[src/rtl/alu16_sequencer_if.sv]
// rtl/alu16_sequencer_if.sv - bus between the 16-bit sequencer and the shared 8-bit ALU
interface alu16_sequencer_if;
  logic [7:0] alu_data0_out;
  logic [7:0] alu_data1_out;
  logic [4:0] alu_op_out;
  logic [3:0] alu_flags_out;
  logic       alu_size_out;
  logic [7:0] alu_result_in;
  logic [3:0] alu_flags_in;

  modport master (
    output alu_data0_out, alu_data1_out, alu_op_out, alu_flags_out, alu_size_out,
    input  alu_result_in, alu_flags_in
  );

  modport slave (
    input  alu_data0_out, alu_data1_out, alu_op_out, alu_flags_out, alu_size_out,
    output alu_result_in, alu_flags_in
  );
endinterface

[src/rtl/alu16_sequencer.sv]
// rtl/alu16_sequencer.sv - two-pass 16-bit add/inc/dec/add-sp sequencer on the 8-bit ALU
module alu16_sequencer #(
  parameter int F_Z = 3,
  parameter int F_N = 2,
  parameter int F_H = 1,
  parameter int F_C = 0
) (
  input  logic        clock,
  input  logic        reset_n,
  input  logic        start,
  input  logic [1:0]  op,
  input  logic [15:0] a_in,
  input  logic [15:0] b_in,
  input  logic [3:0]  flags_in,
  output logic        busy,
  output logic        done,
  output logic [15:0] result,
  output logic [3:0]  flags_out,
  alu16_sequencer_if.master alu
);

  localparam logic [1:0] OP_ADD16 = 2'd0;
  localparam logic [1:0] OP_INC16 = 2'd1;
  localparam logic [1:0] OP_DEC16 = 2'd2;
  localparam logic [1:0] OP_ADDSP = 2'd3;

  // ALU opcode encodings shared with the CPU's ALU
  localparam logic [4:0] ALU_ADD    = 5'd0;
  localparam logic [4:0] ALU_ADC    = 5'd1;
  localparam logic [4:0] ALU_PASS0  = 5'd16;
  localparam logic       ALU_SIZE_8 = 1'b0;

  localparam logic [1:0] ST_IDLE = 2'd0;
  localparam logic [1:0] ST_LOW  = 2'd1;
  localparam logic [1:0] ST_HIGH = 2'd2;
  localparam logic [1:0] ST_DONE = 2'd3;

  logic [1:0]  state;
  logic [1:0]  op_q;
  logic [7:0]  a_hi_q;
  logic [7:0]  b_hi_q;
  logic [3:0]  flags_q;
  logic [7:0]  res_lo;
  logic        c_lo;
  logic        h_lo;
  logic [15:0] b_eff;
  logic        accept;
  logic [4:0]  hi_op;
  logic [3:0]  flags_hi;

  // the 8-bit ALU always works byte-wide here
  assign alu.alu_size_out = ALU_SIZE_8;

  // new requests are only taken when no pass is in flight
  assign accept = start && (state == ST_IDLE || state == ST_DONE);

  // high pass chains the low-pass carry by switching to ADC (a fixed +1)
  assign hi_op = alu.alu_flags_in[F_C] ? ALU_ADC : ALU_ADD;

  // second operand as seen by the two passes
  always_comb begin
    b_eff = b_in;
    case (op)
      OP_INC16: b_eff = 16'h0001;
      OP_DEC16: b_eff = 16'hFFFF;
      OP_ADDSP: b_eff = {{8{b_in[7]}}, b_in[7:0]};
      default:  b_eff = b_in;
    endcase
  end

  // final flag composition, evaluated while the high pass is on the ALU
  always_comb begin
    flags_hi = flags_q;
    case (op_q)
      OP_ADD16: begin
        flags_hi      = 4'b0000;
        flags_hi[F_Z] = flags_q[F_Z];
        flags_hi[F_N] = 1'b0;
        flags_hi[F_H] = alu.alu_flags_in[F_H];
        flags_hi[F_C] = alu.alu_flags_in[F_C];
      end
      OP_ADDSP: begin
        flags_hi      = 4'b0000;
        flags_hi[F_H] = h_lo;
        flags_hi[F_C] = c_lo;
      end
      default: flags_hi = flags_q;
    endcase
  end

  // pass sequencing; ALU drive values are registered one pass ahead
  always_ff @(posedge clock or negedge reset_n) begin
    if (!reset_n) begin
      state             <= ST_IDLE;
      busy              <= 1'b0;
      done              <= 1'b0;
      result            <= 16'h0000;
      flags_out         <= 4'h0;
      op_q              <= OP_ADD16;
      a_hi_q            <= 8'h00;
      b_hi_q            <= 8'h00;
      flags_q           <= 4'h0;
      res_lo            <= 8'h00;
      c_lo              <= 1'b0;
      h_lo              <= 1'b0;
      alu.alu_data0_out <= 8'h00;
      alu.alu_data1_out <= 8'h00;
      alu.alu_op_out    <= ALU_PASS0;
      alu.alu_flags_out <= 4'h0;
    end else begin
      done <= 1'b0;
      case (state)
        ST_IDLE, ST_DONE: begin
          if (accept) begin
            state             <= ST_LOW;
            busy              <= 1'b1;
            op_q              <= op;
            a_hi_q            <= a_in[15:8];
            b_hi_q            <= b_eff[15:8];
            flags_q           <= flags_in;
            alu.alu_data1_out <= a_in[7:0];
            alu.alu_data0_out <= b_eff[7:0];
            alu.alu_op_out    <= ALU_ADD;
            alu.alu_flags_out <= flags_in;
          end else begin
            state <= ST_IDLE;
          end
        end
        ST_LOW: begin
          state             <= ST_HIGH;
          res_lo            <= alu.alu_result_in;
          c_lo              <= alu.alu_flags_in[F_C];
          h_lo              <= alu.alu_flags_in[F_H];
          alu.alu_data1_out <= a_hi_q;
          alu.alu_data0_out <= b_hi_q;
          alu.alu_op_out    <= hi_op;
        end
        ST_HIGH: begin
          state             <= ST_DONE;
          busy              <= 1'b0;
          done              <= 1'b1;
          result            <= {alu.alu_result_in, res_lo};
          flags_out         <= flags_hi;
          alu.alu_data0_out <= 8'h00;
          alu.alu_data1_out <= 8'h00;
          alu.alu_op_out    <= ALU_PASS0;
          alu.alu_flags_out <= 4'h0;
        end
        default: state <= ST_IDLE;
      endcase
    end
  end

endmodule

[src/flat_wrapper.sv]
// flat-port wrapper written by rule: the top's interface ports become plain ports
module alu16_sequencer_flat 
#(
  parameter int F_Z = 3,
  parameter int F_N = 2,
  parameter int F_H = 1,
  parameter int F_C = 0
)
  (clock, reset_n, start, op, a_in, b_in, flags_in, busy, done, result, flags_out, alu_alu_data0_out, alu_alu_data1_out, alu_alu_op_out, alu_alu_flags_out, alu_alu_size_out, alu_alu_result_in, alu_alu_flags_in);
  alu16_sequencer_if alu_i ();
  input  logic clock;
  input  logic reset_n;
  input  logic start;
  input  logic [1:0] op;
  input  logic [15:0] a_in;
  input  logic [15:0] b_in;
  input  logic [3:0] flags_in;
  output logic busy;
  output logic done;
  output logic [15:0] result;
  output logic [3:0] flags_out;
  output wire logic [$bits(alu_i.alu_data0_out)-1:0] alu_alu_data0_out;
  output wire logic [$bits(alu_i.alu_data1_out)-1:0] alu_alu_data1_out;
  output wire logic [$bits(alu_i.alu_op_out)-1:0] alu_alu_op_out;
  output wire logic [$bits(alu_i.alu_flags_out)-1:0] alu_alu_flags_out;
  output wire logic [$bits(alu_i.alu_size_out)-1:0] alu_alu_size_out;
  input wire logic [$bits(alu_i.alu_result_in)-1:0] alu_alu_result_in;
  input wire logic [$bits(alu_i.alu_flags_in)-1:0] alu_alu_flags_in;
  assign alu_alu_data0_out = alu_i.alu_data0_out;
  assign alu_alu_data1_out = alu_i.alu_data1_out;
  assign alu_alu_op_out = alu_i.alu_op_out;
  assign alu_alu_flags_out = alu_i.alu_flags_out;
  assign alu_alu_size_out = alu_i.alu_size_out;
  assign alu_i.alu_result_in = alu_alu_result_in;
  assign alu_i.alu_flags_in = alu_alu_flags_in;
  alu16_sequencer #(.F_Z(F_Z), .F_N(F_N), .F_H(F_H), .F_C(F_C)) u_core (.clock(clock), .reset_n(reset_n), .start(start), .op(op), .a_in(a_in), .b_in(b_in), .flags_in(flags_in), .busy(busy), .done(done), .result(result), .flags_out(flags_out), .alu(alu_i));
endmodule
[config.mk]
export PLATFORM = sky130hd
export DESIGN_NAME = alu16_sequencer_flat
export DESIGN_NICKNAME = d
export VERILOG_FILES = /design/src/rtl/alu16_sequencer_if.sv /design/src/rtl/alu16_sequencer.sv /design/src/flat_wrapper.sv
export SDC_FILE = /design/constraint.sdc
export NUM_CORES = 1
export LEC_CHECK = 0
export ABC_AREA = 1
export CAP_MARGIN = 40
export CELL_PAD_IN_SITES_DETAIL_PLACEMENT = 1
export CELL_PAD_IN_SITES_GLOBAL_PLACEMENT = 2
export CORE_UTILIZATION = 27
export DETAILED_ROUTE_END_ITERATION = 8
export GPL_ROUTABILITY_DRIVEN = 0
export PLACE_DENSITY_LB_ADDON = 0.05
export SYNTH_ARGS = -nofsm -noshare
export SYNTH_HDL_FRONTEND = slang
export SYNTH_SLANG_ARGS = --single-unit
[constraint.sdc]
create_clock -name clock -period 1.9 [get_ports clock]
set_input_delay 0.38 -clock clock [delete_from_list [all_inputs] [get_ports clock]]
set_output_delay 0.38 -clock clock [all_outputs]
set_load 0.005 [all_outputs]
# == Word level (Yosys, flattened, before mapping) ==
# Index checks and enable logic that the tools add are counted.
# word_totals
regBits,81
in_bits,53
out_inout_bits,48
elab_cells,48
# classes
eq_ne,8
n_mux,16
reduce_logical,8
# op_table
operator,n
16-bit one-hot mux with 3 select lines,1
8-bit one-hot mux with 3 select lines,2
8-bit 2-to-1 mux,2
4-bit one-hot mux with 2 select lines,2
5-bit one-hot mux with 3 select lines,1
"2-bit equality test, second input constant",5
2-bit one-hot mux with 3 select lines,1
5-bit 2-to-1 mux,1
"2-bit by 1-bit equality test with 1-bit output, second input constant",2
2-bit logical NOT,2
1-bit 2-to-1 mux,4
4-bit 2-to-1 mux,1
2-bit AND reduction,2
"2-bit by 1-bit != test with 1-bit output, second input constant",1
1-bit one-hot mux with 2 select lines,1
2-bit nonzero test,1
2-bit OR reduction,1
1-bit logical AND,1
1-bit logical OR,1

# == Depth between registers and ports, before layout ==
# logic_depth
ltp_word,5
depth_mapped,8
depth_no_buf,7

# == Worst setup path before layout ==
# Ideal clock, no wire load.
# synth_timing
path_type,flip-flop to flip-flop
startpoint,reg u_core.state[0]
endpoint,reg u_core.alu.alu_data1_out[0]
setup_ns,0.124
t_arrival_ns,1.209
t_required_ns,1.776
setup_slack_ns,0.567
path_stages_with_launch,9
n_path_buf,2
period_less_slack_ns,1.333
cell_sequence,dfrtp_1 -> inv_1 -> ha_1 -> buf_4 -> nand2_4 -> inv_4 -> buf_8 -> nand2_2 -> nand3_1
# synth_between
elab_chain_cells,4
word_cells_on_any_way,9
cone_classes,4 x eq/ne; 1 x mux; 4 x reduce/logical
# synth_rtl
item,line,rtl
start: declaration,alu16_sequencer.sv:38,logic [1:0] state;
start signal: assignment,alu16_sequencer.sv:94,state <= ST_IDLE;
start signal: assignment,alu16_sequencer.sv:115,state <= ST_LOW;
start signal: assignment,alu16_sequencer.sv:126,state <= ST_IDLE;
2-bit equality test or 2-bit logical NOT (tied branches),"alu16_sequencer.sv:55, alu16_sequencer.sv:112",
1-bit logical OR,alu16_sequencer.sv:55,assign accept = start && (state == ST_IDLE || state == ST_DONE);
1-bit logical AND,alu16_sequencer.sv:55,
2-bit by 1-bit != test with 1-bit output (no source line),n/a,
end signal: assignment,alu16_sequencer.sv:121,alu.alu_data1_out <= a_in[7:0];
end signal: assignment,alu16_sequencer.sv:134,alu.alu_data1_out <= a_hi_q;
end: declaration,alu16_sequencer_if.sv:12,"output alu_data0_out, alu_data1_out, alu_op_out, alu_flags_out, alu_size_out,"
# Several ways; a longest one is shown, not always the timed one.
# A chain may end at the register's enable or synchronous reset.

# == Worst setup path after layout ==
# layout_timing
startpoint,reg u_core.alu.alu_op_out[4]
endpoint,out alu_alu_op_out[4]
# layout_rtl
item,line,rtl
start: declaration,alu16_sequencer_if.sv:12,
start signal: assignment,alu16_sequencer.sv:136,alu.alu_op_out <= hi_op;
end: declaration,flat_wrapper.sv:24,output wire logic [$bits(alu_i.alu_op_out)-1:0] alu_alu_op_out;
# No word-level cell between the ends.

==> run summary <==
layout cells sized above 1: 0.0894
fin nets: 579
port bufs: 94
CP bufs+invs: 1
Setup Skew: 0.00396 ns
cell-by-cell listing of the critical path: clkdlybuf4s50_1
sequential element share of the synthesized area: 0.563
Max Cap Violations: 0
Syn. warnings: 0
gr usage total: 0.153
I/O pins: 101
Fmax: 567 MHz
global route overflow: 0
DR top layer: met4
Synth area leaders: dfrtp_1 (56%), nand2_1 (24%), nand3_1 (4.2%)
vias in the first global route: 3049
post-cts resize count: 0
Clock Latency Late Sink: 0.33 ns
Finished Layout Cells: 698
Yosys reg bits: 78
worst hold slack: 0.465 ns
antenna-violating nets left: 0
initial antenna violation count: 0
post-synth top area share: 0.555
adder-cell share of the synthesized area: 0.0144
Total Routed Length: 9220 µm
WL met2: 4250 µm
CP peak stage delay: 0.53 ns
crit-path max FO: 2
Arr. time, crit path: 1.38 ns
number of vias in the routed layout: 2891
startpoint types: flip-flop
WS Path Type: reg -> out
Placeable Area: 12600 µm²
number of post-CTS setup repair buffers: 0
htree depth: 3
synth unique cells: 24
CP Data Required Time: 1.52 ns
area grow syn2layout: 40.6%
Clock transition at path regs: 0.06 ns
fin. max-slew vios: 0
Pleak: 2.47 nW
hold crit path type: reg -> reg
first-pass GRT wire length: 15400 µm
slowest CP cell: dfstp_2
Netlist Area Pre-Place: 3470 µm²
post-synthesis xor/xnor area fraction: 0
syn_area_per_cell: 8.22 µm²
largest net degree at the start of global routing: 38
area leader, netlist: dfrtp_1
die area: 13300 µm²
PD cells: 1580 nW/µm²
synthesized instance count: 422
met3 WL: 365 µm
die height: 115 µm
final core occ: 0.388
met1 WL: 4460 µm
WL per Instance: 13.2 µm
CTS tree: yes
Peak VDD IR: 0.542 mV
initial core utilization: 0.276
setup TNS: 0 ns
RSZ-0062 raised after global routing: no
Synth Area in Compound Gates: 0.0325
status: finished clean
DRC marker count from the first detailed-route iteration: 75
Die Width: 115 µm
DRC errors left: 0
n_diodes: 0
Tcrit/Tclk final: 0.928
largest family of logic cells by synthesized area: simple AND/OR/NAND/NOR gates
CTS Sinks: 78
Root Driver: clkbuf_16
hpwl dp: 6500 µm
mux share of post-synthesis cell area: 0
final hold vios: 0
Crit path max-delay family: flip-flops
Synth Area in Simple Gates: 0.309
fin crit period: 1.76 ns
# fillers: 1508
nature of the critical path endpoint: output port
Vias/cell: 4.14
clk buf depth: 2
number of buffers created by CTS: 9
Placed Cells incl. Taps: 682
Pre-antenna DRT Iters: 4
Core Rows: 41
Final setup viols: 0
==> final timing paths <==
check	from	endpoint	slack, ns	depth (start not counted)
setup reg to reg	u_core.state[0]	u_core.alu.alu_data1_out[1]	0.19	6
hold reg to reg	u_core.result[10]	u_core.result[10]	0.46	2
setup / recovery	u_core.alu.alu_op_out[4]	alu_alu_op_out[4]	0.14	1
hold / removal	u_core.result[10]	u_core.result[10]	0.46	2
max in group asynchronous	reset_n	u_core.alu.alu_data1_out[1]	0.83	3
min in group asynchronous	reset_n	u_core.result[5]	0.52	2
==> worst min-delay path: cells and delay by family, from the launching register on <==
kind,cells,cell delay (ns)
flops,1,0.34
simple gates,2,0.09
==> per-layer routing <==
layer  vias up  track usage
met3        10       0.0322
met1      1348        0.196
met4         0       0.0571
met2        61        0.255
met5         -            0
li1       1472            -
==> per-stage QoR <==
step / power, mW / instance area, µm² / worst slack [ns]
finish: 7.72 / 4880 / 0.136
global route: 8.45 / 4880 / 0.0410
CTS: 7.90 / 4880 / 0.119
detailed placement: 6.27 / 4600 / 0.186
global placement: 6.20 / 4600 / 0.171
floorplan: 4.69 / 3480 / 0.567
==> cells in the final DEF (no fill, tap or decap) <==
cell type and count:
nand2_4 1, clkinv_2 1, inv_1 29, dfrtp_1 77, o21ai_1 4, nand3_2 1, clkdlybuf4s50_1 93, conb_1 4
inv_4 2, o21ai_0 8, nor2_1 1, clkbuf_8 2, buf_12 2, nor2_2 1, dfstp_2 1, clkbuf_16 9
a21oi_4 1, nand2_2 9, inv_2 5, buf_4 9, nand2_1 224, clkbuf_1 3, a21oi_1 2, dlygate4sd3_1 1
o21ai_2 3, nand3_1 29, ha_1 4
==> report_power, final <==
group | switching (mW) | internal (mW) | total, mW
clock network | 0.636 | 0.948 | 1.58
registers | 0.372 | 2.42 | 2.80
logic | 1.84 | 1.50 | 3.34
==> logic make-up (layout without fill, tap and decap cells) <==
kind of cell               Yosys count  in the layout
DFF                                 78             78
and+or+nand+nor                    266            266
buffers and inverters               55            156
AOI/OAI and AO/OA                   18             18
adders and majority gates            4              4
other                                1              4
==> flip-flops by register name, indices dropped and copies added (netlist names) <==
name                      count
u_core.busy                   1
u_core.b_hi_q                 8
u_core.flags_q                4
u_core.alu.alu_data0_out      8
u_core.alu.alu_flags_out      4
u_core.alu.alu_op_out         2
u_core.op_q                   2
u_core.result                16
u_core.done                   1
u_core.c_lo                   1
u_core.flags_out              4
u_core.state                  2
u_core.a_hi_q                 8
u_core.alu.alu_data1_out      8
u_core.res_lo                 8
u_core.h_lo                   1
==> timing repair <==
action	in CTS	in global routing
hold buffers	1	0
setup endpoints to repair	0	0
hold endpoints to repair	26	0
==> Yosys cell counts <==
| cell | n |
|---|---|
| nand2_4 | 1 |
| nand2_1 | 224 |
| o21ai_1 | 4 |
| nor2_1 | 1 |
| nand3_2 | 1 |
| a21oi_1 | 2 |
| a21oi_4 | 1 |
| inv_2 | 5 |
| conb_1 | 1 |
| ha_1 | 4 |
| nand2_2 | 9 |
| buf_4 | 6 |
| clkbuf_1 | 2 |
| buf_2 | 7 |
| nand3_1 | 29 |
| inv_4 | 2 |
| dfrtp_1 | 77 |
| buf_6 | 3 |
| inv_1 | 29 |
| dfstp_2 | 1 |
| o21ai_0 | 8 |
| o21ai_2 | 3 |
| buf_8 | 1 |
| nor2_2 | 1 |
==> final cells by class <==
cell class	instances	area [µm²]	area share
Sequential cell	78	1950	0.400
Multi-Input combinational cell	292	1250	0.257
Tap cell	172	215	0.0441
Timing Repair Buffer	105	1050	0.215
Inverter	36	140	0.0287
Clock buffer	14	264	0.0541
Clock inverter	1	5.00	0.00103
(Power assumes the default switching activity.)
